==> src/rtl/pipe_ctrl_pkg.sv <==
// -----------------------------------------------------------------------------
// pipe_ctrl_pkg
// Shared definitions for the pipeline stall/flush control logic.
//   - Sequencer state encoding (RUN / LU_STALL / MEM_WAIT).
//   - Zero-register constant used by hazard compares.
//   - Packed control-word type plus the canonical control words the
//     sequencer drives (idle, load-use bubble, frozen, branch, jump, reset).
// Optional feature macro used elsewhere: HAZARD_PERF_CNT_EN.
// -----------------------------------------------------------------------------
package pipe_ctrl_pkg;

    typedef logic [1:0] state_t;

    localparam state_t ST_RUN      = 2'd0;
    localparam state_t ST_LU_STALL = 2'd1;
    localparam state_t ST_MEM_WAIT = 2'd2;

    localparam logic [4:0] ZERO_REG = 5'd0;

    // Bit order matches the output port order of the sequencer.
    typedef struct packed {
        logic pc_write;
        logic ifid_write;
        logic idex_write;
        logic exmem_write;
        logic ctrl_zero;
        logic if_flush;
        logic id_flush;
    } ctrl_t;

    localparam ctrl_t CTRL_IDLE   = 7'b1111_0_00;
    localparam ctrl_t CTRL_LU     = 7'b0011_1_00;
    localparam ctrl_t CTRL_FROZEN = 7'b0000_0_00;
    localparam ctrl_t CTRL_BRANCH = 7'b1111_0_11;
    localparam ctrl_t CTRL_JUMP   = 7'b1111_0_10;
    localparam ctrl_t CTRL_RESET  = 7'b0000_1_00;

endpackage

==> src/rtl/load_use_detect.sv <==
// -----------------------------------------------------------------------------
// load_use_detect
// Combinational load-use hazard compare: the instruction in ID reads a
// register that the load currently in EX has not yet produced. Loads into
// $zero never create a hazard.
// Ports:
//   ID_rs, ID_rt   in  5  source registers of the ID instruction
//   EXE_rt         in  5  destination register of the EX instruction
//   EXE_MemRead    in  1  EX instruction is a load
//   lu_hz          out 1  load-use hazard present
// -----------------------------------------------------------------------------
import pipe_ctrl_pkg::*;

module load_use_detect (
    input  logic [4:0] ID_rs,
    input  logic [4:0] ID_rt,
    input  logic [4:0] EXE_rt,
    input  logic       EXE_MemRead,
    output logic       lu_hz
);

    // Hazard compare against the pending load destination.
    always_comb begin
        lu_hz = EXE_MemRead & (EXE_rt != ZERO_REG) &
                ((ID_rs == EXE_rt) | (ID_rt == EXE_rt));
    end

endmodule

==> src/rtl/pipeline_stall_sequencer.sv <==
// -----------------------------------------------------------------------------
// pipeline_stall_sequencer
// Prioritised stall/flush controller for the 5-stage MIPS pipeline.
// Priority per cycle: mem stall > EX branch flush > load-use > ID jump/jr.
// Outputs are Mealy (registered state + current inputs); while rst is low the
// outputs are forced to the reset control word immediately.
// Parameters: LU_STALL_CYC (1..3), MEM_TIMEOUT (>=1), CNT_W (counter width).
// Ports:
//   clk, rst (async, active-low)
//   ID_rs, ID_rt, EXE_rt, EXE_MemRead       load-use hazard inputs
//   EX_branch_taken, ID_jump, ID_jr         control-flow change inputs
//   dmem_req, dmem_ready                    data-memory handshake
//   PCwrite, IFID_write, IDEX_write, EXMEM_write  stage enables
//   control_mux_sel                         1 = bubble the ID control word
//   IF_flush, ID_flush                      clear IF/ID, ID/EX
//   mem_err                                 sticky memory-timeout flag
//   stall_cycles, flush_events              only with HAZARD_PERF_CNT_EN
// -----------------------------------------------------------------------------
import pipe_ctrl_pkg::*;

module pipeline_stall_sequencer #(
    parameter int LU_STALL_CYC = 1,
    parameter int MEM_TIMEOUT  = 15,
    parameter int CNT_W        = 4
) (
    input  logic        clk,
    input  logic        rst,
    input  logic [4:0]  ID_rs,
    input  logic [4:0]  ID_rt,
    input  logic [4:0]  EXE_rt,
    input  logic        EXE_MemRead,
    input  logic        EX_branch_taken,
    input  logic        ID_jump,
    input  logic        ID_jr,
    input  logic        dmem_req,
    input  logic        dmem_ready,
    output logic        PCwrite,
    output logic        IFID_write,
    output logic        IDEX_write,
    output logic        EXMEM_write,
    output logic        control_mux_sel,
    output logic        IF_flush,
    output logic        ID_flush,
`ifdef HAZARD_PERF_CNT_EN
    output logic [31:0] stall_cycles,
    output logic [31:0] flush_events,
`endif
    output logic        mem_err
);

    localparam logic [CNT_W-1:0] CNT_ONE    = CNT_W'(1);
    localparam logic [CNT_W-1:0] MEM_RELOAD = CNT_W'(MEM_TIMEOUT - 1);
    localparam logic [CNT_W-1:0] LU_RELOAD  =
        CNT_W'((LU_STALL_CYC > 1) ? (LU_STALL_CYC - 2) : 0);

    state_t           state_r, state_nxt_s;
    logic [CNT_W-1:0] cnt_r, cnt_nxt_s;
    logic             mem_err_r, err_set_s;
    logic             lu_hz_s, mem_stall_s, mem_release_s;
    ctrl_t            ctrl_s;

    load_use_detect u_lu (
        .ID_rs       (ID_rs),
        .ID_rt       (ID_rt),
        .EXE_rt      (EXE_rt),
        .EXE_MemRead (EXE_MemRead),
        .lu_hz       (lu_hz_s)
    );

    // Memory handshake decode: stall request and MEM_WAIT exit (ready or timeout).
    always_comb begin
        mem_stall_s   = dmem_req & ~dmem_ready;
        mem_release_s = dmem_ready | (cnt_r == '0);
    end

    // State register, down-counter and sticky timeout flag.
    always_ff @(posedge clk or negedge rst) begin
        if (!rst) begin
            state_r   <= ST_RUN;
            cnt_r     <= '0;
            mem_err_r <= 1'b0;
        end else begin
            state_r   <= state_nxt_s;
            cnt_r     <= cnt_nxt_s;
            mem_err_r <= mem_err_r | err_set_s;
        end
    end

    // Next-state logic. A MEM_WAIT release cycle (ready or timeout) is a
    // normal RUN cycle with the memory term ignored, so a branch or load-use
    // hazard present at that moment is still honoured.
    always_comb begin
        state_nxt_s = state_r;
        cnt_nxt_s   = cnt_r;
        err_set_s   = 1'b0;
        case (state_r)
            ST_RUN, ST_MEM_WAIT: begin
                if ((state_r == ST_RUN) && mem_stall_s) begin
                    state_nxt_s = ST_MEM_WAIT;
                    cnt_nxt_s   = MEM_RELOAD;
                end else if ((state_r == ST_MEM_WAIT) && !mem_release_s) begin
                    state_nxt_s = ST_MEM_WAIT;
                    cnt_nxt_s   = cnt_r - CNT_ONE;
                end else begin
                    // Timeout: counter expired without ready.
                    err_set_s   = (state_r == ST_MEM_WAIT) & ~dmem_ready;
                    state_nxt_s = ST_RUN;
                    cnt_nxt_s   = '0;
                    if (!EX_branch_taken && lu_hz_s && (LU_STALL_CYC > 1)) begin
                        state_nxt_s = ST_LU_STALL;
                        cnt_nxt_s   = LU_RELOAD;
                    end else begin
                        state_nxt_s = ST_RUN;
                    end
                end
            end
            ST_LU_STALL: begin
                if (mem_stall_s) begin
                    state_nxt_s = ST_MEM_WAIT;
                    cnt_nxt_s   = MEM_RELOAD;
                end else if (cnt_r == '0) begin
                    state_nxt_s = ST_RUN;
                end else begin
                    cnt_nxt_s   = cnt_r - CNT_ONE;
                end
            end
            default: begin
                state_nxt_s = ST_RUN;
                cnt_nxt_s   = '0;
            end
        endcase
    end

    // Output decode (Mealy); reset overrides everything asynchronously.
    always_comb begin
        ctrl_s = CTRL_IDLE;
        if (!rst) begin
            ctrl_s = CTRL_RESET;
        end else begin
            case (state_r)
                ST_RUN, ST_MEM_WAIT: begin
                    if ((state_r == ST_RUN) ? mem_stall_s : !mem_release_s) begin
                        ctrl_s = CTRL_FROZEN;
                    end else if (EX_branch_taken) begin
                        ctrl_s = CTRL_BRANCH;
                    end else if (lu_hz_s) begin
                        ctrl_s = CTRL_LU;
                    end else if (ID_jump | ID_jr) begin
                        ctrl_s = CTRL_JUMP;
                    end else begin
                        ctrl_s = CTRL_IDLE;
                    end
                end
                ST_LU_STALL: begin
                    if (mem_stall_s) begin
                        ctrl_s = CTRL_FROZEN;
                    end else begin
                        ctrl_s = CTRL_LU;
                    end
                end
                default: ctrl_s = CTRL_FROZEN;
            endcase
        end
    end

    // Port mapping of the control word.
    always_comb begin
        PCwrite         = ctrl_s.pc_write;
        IFID_write      = ctrl_s.ifid_write;
        IDEX_write      = ctrl_s.idex_write;
        EXMEM_write     = ctrl_s.exmem_write;
        control_mux_sel = ctrl_s.ctrl_zero;
        IF_flush        = ctrl_s.if_flush;
        ID_flush        = ctrl_s.id_flush;
        mem_err         = mem_err_r;
    end

`ifdef HAZARD_PERF_CNT_EN
    logic [31:0] stall_cycles_r, flush_events_r;

    // Saturating stall / flush event counters.
    always_ff @(posedge clk or negedge rst) begin
        if (!rst) begin
            stall_cycles_r <= 32'd0;
            flush_events_r <= 32'd0;
        end else begin
            if (!ctrl_s.pc_write && (stall_cycles_r != 32'hFFFF_FFFF)) begin
                stall_cycles_r <= stall_cycles_r + 32'd1;
            end
            if (ctrl_s.if_flush && (flush_events_r != 32'hFFFF_FFFF)) begin
                flush_events_r <= flush_events_r + 32'd1;
            end
        end
    end

    // Counter outputs.
    always_comb begin
        stall_cycles = stall_cycles_r;
        flush_events = flush_events_r;
    end
`endif

endmodule

==> config.mk <==
export PLATFORM = sky130hd
export DESIGN_NAME = pipeline_stall_sequencer
export DESIGN_NICKNAME = d
export VERILOG_FILES = /design/src/rtl/pipe_ctrl_pkg.sv /design/src/rtl/load_use_detect.sv /design/src/rtl/pipeline_stall_sequencer.sv
export SDC_FILE = /design/constraint.sdc
export NUM_CORES = 1
export LEC_CHECK = 0
export CAP_MARGIN = 40
export CELL_PAD_IN_SITES_DETAIL_PLACEMENT = 1
export CELL_PAD_IN_SITES_GLOBAL_PLACEMENT = 2
export CORE_MARGIN = 2
export CORE_UTILIZATION = 19
export DETAILED_ROUTE_END_ITERATION = 6
export PLACE_DENSITY_LB_ADDON = 0.1
export SYNTH_ARGS = -nofsm -noshare
export SYNTH_HDL_FRONTEND = slang
export SYNTH_SLANG_ARGS = --single-unit
export TNS_END_PERCENT = 1
==> constraint.sdc <==
create_clock -name clk -period 4.47 [get_ports clk]
set_clock_uncertainty 0.1 [all_clocks]
set_input_delay 0.6705 -clock clk [delete_from_list [all_inputs] [get_ports clk]]
set_output_delay 0.6705 -clock clk [all_outputs]
set_load 0.02 [all_outputs]
Word-level counts from Yosys, hierarchy flattened
Index checks and enable logic that the tools add are counted.
- flip-flop bits (word level): 7
- input port bits: 23
- output and inout port bits: 8
- word-level logic and storage cells: 47
- add/sub/neg operators: 1
- equality and inequality tests: 6
- muxes and demuxes: 21
- bitwise logic cells: 9
- reduce and logical (&&, ||, !) cells: 7
- operators with widths (operator ; number):
    7-bit 2-to-1 mux ; 4
    4-bit 2-to-1 mux ; 4
    7-bit case mux with 2 select lines ; 1
    5-bit equality test ; 2
    2-bit 2-to-1 mux ; 5
    4-bit case mux with 2 select lines ; 1
    3-bit inequality test, second input constant ; 2
    5-bit 2-to-1 mux ; 1
    5-bit nonzero test ; 1
    1-bit AND ; 4
    4-bit logical NOT ; 1
    1-bit 2-to-1 mux ; 4
    1-bit OR ; 4
    2-bit case mux with 2 select lines ; 1
    4-bit by 1-bit subtractor with 4-bit output, second input constant ; 1
    2-bit by 1-bit equality test with 1-bit output, second input constant ; 1
    2-bit equality test, second input constant ; 1
    1-bit logical AND ; 2
    2-bit logical NOT ; 1
    2-bit OR reduction ; 1
    1-bit logical NOT ; 1
    1-bit inverter ; 1

Longest topological paths before layout
- depth after elaboration: 8
- mapped depth: 7
- gate-level depth less buffers: 6

Cells and area by module
Synthesis repeated with hierarchy kept, for this count alone.
- cell total of the unflattened synthesis: 54
- area, all modules: 508.0 um2
- modules (own cells, without submodules) (module ; instances ; cells each ; area each (um2) ; seq. area each (um2)):
    pipeline_stall_sequencer ; 1 ; 37 ; 382.9 ; 150.1
    load_use_detect ; 1 ; 17 ; 125.1 ; 0.0

Worst setup path after synthesis
OpenSTA, ideal clock, no wires.
- kind: input to output
- from: input EXE_rt[0]
- to: output PCwrite
- data arrival time: 1984 ps
- data required time: 3699 ps
- path slack: 1715 ps
- stages: 5
- path buffers: 1
- cells stage by stage: or4_1 -> nor2_1 -> nor3b_1 -> a21oi_1 -> buf_4
- word-level cells in the longest chain between the ends: 8
- elaborated cells between the ends (all ways): 11
- those cells by class: 2 x eq/ne; 5 x mux; 3 x bitwise; 1 x reduce/logical
- ends and longest elaborated chain (what ; RTL line ; RTL):
    start, declared ; pipeline_stall_sequencer.sv:30 ; input logic [4:0] EXE_rt,
    5-bit equality test / 5-bit nonzero test (equally long branches) ; load_use_detect.sv:25, load_use_detect.sv:24 ;
    1-bit OR / 1-bit AND (equally long branches) ; load_use_detect.sv:25, load_use_detect.sv:24 ;
    1-bit AND (*) ; load_use_detect.sv:24 ; lu_hz = EXE_MemRead & (EXE_rt != ZERO_REG) &
    7-bit 2-to-1 mux (*) ; pipeline_stall_sequencer.sv:146 ; end else if (lu_hz_s) begin
    7-bit 2-to-1 mux (*) ; pipeline_stall_sequencer.sv:144 ; end else if (EX_branch_taken) begin
    7-bit 2-to-1 mux (*) ; pipeline_stall_sequencer.sv:142 ; if ((state_r == ST_RUN) ? mem_stall_s : !mem_release_s) begin
    7-bit case mux with 2 select lines (*) ; pipeline_stall_sequencer.sv:140 ; case (state_r)
    7-bit 2-to-1 mux (*) ; pipeline_stall_sequencer.sv:137 ; if (!rst) begin
    end, declared ; pipeline_stall_sequencer.sv:37 ; output logic PCwrite,
Every way passes the cells marked *; elsewhere a longest branch is shown, timed or not.

Worst setup path in the final report
- from: input EXE_rt[0]
- to: output IF_flush
- word-level cells in the longest chain between the ends: 8
- elaborated cells between the ends (all ways): 11
- those cells by class: 2 x eq/ne; 5 x mux; 3 x bitwise; 1 x reduce/logical
- ends and longest elaborated chain (what ; RTL line ; RTL):
    5-bit equality test / 5-bit nonzero test (equally long branches) ; load_use_detect.sv:25, load_use_detect.sv:24 ;
    1-bit OR / 1-bit AND (equally long branches) ; load_use_detect.sv:25, load_use_detect.sv:24 ;
    1-bit AND (*) ; load_use_detect.sv:24 ;
    7-bit 2-to-1 mux (*) ; pipeline_stall_sequencer.sv:146 ;
    7-bit 2-to-1 mux (*) ; pipeline_stall_sequencer.sv:144 ;
    7-bit 2-to-1 mux (*) ; pipeline_stall_sequencer.sv:142 ;
    7-bit case mux with 2 select lines (*) ; pipeline_stall_sequencer.sv:140 ;
    7-bit 2-to-1 mux (*) ; pipeline_stall_sequencer.sv:137 ;
    end, declared ; pipeline_stall_sequencer.sv:42 ; output logic IF_flush,
Marked as above.

==> impl_metrics.csv <==
group,metric,value,unit
timing,setup_viol,0,
cts,ctsHoldBuffers,0,
floorplanning,start_util,19.70,%
global_routing,grt_remaining_overflow,0,
pwr,p_leak,0.3172,nW
layout,ff_latch_area,150.1,um2
setup_path,crit_path_max_incr_delay,620,ps
drt,wl,1362,um
setup_path,path_cells,"clkdlybuf4s50_1, or4_1, nor2_1, nor3b_1, a211oi_2, clkdlybuf4s50_1",
flow_run,maxCapViolCount,0,
timing,post-route-period-util,78.02,%
synth,ys_ff_latch,6,
timing,hold_viol,0,
floorplanning,rows,18,
setup_path,worst_setup_path_end_kind,"output port",
setup_path,worstSetupPathType,"input pin to output port",
synth,syn_avg_cell_area,8.713,um2
layout,num_antenna_cells,0,
synth,yosysSeqAreaShare,31.33,%
layout,finalNetCount,112,
place,port_buffers,30,
global_routing,grtUsageTotal,10.61,%
cts,root_buffer,"clkbuf_4",
drt,wl_per_cell,11.74,um
status,status,"completed",
pwr,power.density,229.7,nW/um2
timing,setup_ws,982.7,ps
floorplanning,pin_count,31,
cts,insertion_delay,240,ps
drt,drc,0,
setup_path,reg2reg_from,"cnt_r[0]$_DFF_PN0_",
synth,syn-instance-count,55,
worst_hold_path,min_from,"cnt_r[0]$_DFF_PN0_",
timing,slew_violations,0,
drt,viasPerCell,4.233,
setup_path,required,3700,ps
layout,multiInputGateArea,295.3,um2
setup_path,crit_slowest_cell,"clkdlybuf4s50_1",
synth,ys_warn_count,0,
floorplanning,die_h,54.22,um
setup_path,cp.buffers_inverters,2,
layout,fillerInstances,298,
synth,syn-cell-area,479.2,um2
timing,worstMarginPinSlew,405.5,ps
setup_path,critPathLaunchType,"input pin",
drt,drtIter0Drc,0,
timing,rsz0062_at_grt,"no",
global_routing,grt_max_degree,10,
global_routing,grt_pass1_wl,2063,um
setup_path,cp.arrival,2720,ps
global_routing,grt_pass1_vias,476,
cts,clock_path_buffers,2,
setup_path,worstSetupStartpoint,"EXE_rt[0]",
cts,cts_repair_resize_count,0,
worst_hold_path,hold_class,"flop to flop",
drt,num_vias,491,
cts,clk_pin_slew,40,ps
place,hpwl,1186,um
layout,drive_gt1_share,4.651,%
layout,finalInstanceArea,824.5,um2
setup_path,path_max_fanout,3,
layout,synthToLayoutAreaGrowth,72.06,%
cts,cts_tree,"built",
drt,drt-pass1-iter-count,1,
timing,timing.fmax,286.8,MHz
floorplanning,die_area,2940,um2
floorplanning,core_area,2432,um2
cts,cts.sinks,6,
global_routing,antenna_found_initial,0,
setup_path,crit_family,"buffers and inverters",
cts,post_cts_buffers,0,
place,post_dp_cell_area,802.0,um2
layout,final_cell_mix,"clkdlybuf4s50_1, xnor2_1, dfrtp_1",
place,pre_cts_slack,969.2,ps
cts,cts_made_buffers,3,
synth,synth_fp_nets,79,
pwr,irDropWorstVdd,0.1006,mV
layout,fin_util,33.90,%
place,finalWeightedCongestion,0.6109,
timing,fin_crit,3487,ps
cts,ctsHtreeMaxLevel,1,
synth,synth_cell_type_count,24,
timing,slew_headroom,72.91,%
timing,timing.setup.tns,0,ps
floorplanning,die_x,54.22,um
layout,layout_commonest_cell,"clkdlybuf4s50_1",
drt,ant_nets,0,
setup_path,path_common_cell,"clkdlybuf4s50_1",
-- synthesized netlist by cell type --
master     instances  area share, %
a211oi_2           1            2.6
a21oi_1            1            1.0
a31o_1             1            1.8
a31oi_1            1            1.3
and3_1             1            1.3
buf_4              2            3.1
dfrtp_1            6             31
ha_1               1            2.6
inv_1              5            3.9
nand2_1            3            2.3
nand2b_1           4            5.2
nand3_1            2            2.1
nand3b_1           1            1.6
nand4bb_1          1            2.3
nor2_1             2            1.6
nor2b_1            1            1.3
nor3_1             3            3.1
nor3b_1            1            1.6
o21a_1             1            1.6
o21ai_0            2            2.1
o21bai_1           2            3.1
o22ai_1            1            1.3
or4_1              1            1.6
xnor2_1           11             20
-- cells by family (layout without fill, tap and decap cells) --
family	count (synthesis)	after routing	share of synthesized area, %
adder cells (fa/ha/maj)	1	1	2.611
XOR/XNOR	11	11	20.10
flip-flops	6	6	31.33
AND/OR/NAND/NOR	20	20	24.02
AO/OA/AOI/OAI	10	10	14.88
buffers and inverters	7	38	7.049
-- per-stage QoR --
step | cells | hold WS [ps] | power (mW)
after floorplan | 55 | 274.9 | 0.1017
after global placement | 113 | 359.5 | 0.1401
after detailed placement | 113 | 363.2 | 0.1411
after CTS | 116 | 372.5 | 0.1940
after global routing | 116 | 404.3 | 0.2033
final | 116 | 361.8 | 0.1894
-- final cells by class --
cell class	count	share of cell area [%]
Clock buffer	3	2.731
Inverter	5	2.276
Multi-Input combinational cell	42	35.81
Sequential cell	6	18.21
Tap cell	30	4.552
Timing Repair Buffer	30	36.42
-- sequential cells by signal (all words and copies together), names as in the netlist --
register / count
cnt_r: 4
mem_err: 1
state_r: 1
-- report_power, final --
| part | switching, mW | total, mW | internal [mW] |
|---|---|---|---|
| clock network | 0.0195 | 0.0498 | 0.0304 |
| registers | 0.00429 | 0.0633 | 0.0590 |
| logic | 0.0320 | 0.0763 | 0.0443 |
-- worst reg2reg max path: cells and delay by family, from the launching register on --
family	cells	cell delay [ps]
DFF	1	390
AOI/OAI and AO/OA	2	370
adders and majority gates	1	230
and+or+nand+nor	2	210
buffers and inverters	1	60
-- metal layers --
layer  global-route usage [%]  up-vias  wire, um
li1                         -      249         -
met5                        0        -         0
met3                    3.005        4        88
met2                    18.67       20       696
met1                    9.651      218       532
met4                    10.00        0        45
-- final timing paths --
check                                       end  slack, ps  cells past startpoint
min reg2reg                  cnt_r[0]$_DFF_PN0_        360                      1
max reg2reg                  cnt_r[1]$_DFF_PN0_       3000                      6
max                                    IF_flush        980                      6
min in group asynchronous  state_r[1]$_DFF_PN0_        610                      1
min                          cnt_r[0]$_DFF_PN0_        360                      1
max in group asynchronous    cnt_r[3]$_DFF_PN0_       3390                      1
Note: power is estimated with default switching activity, not from simulation.
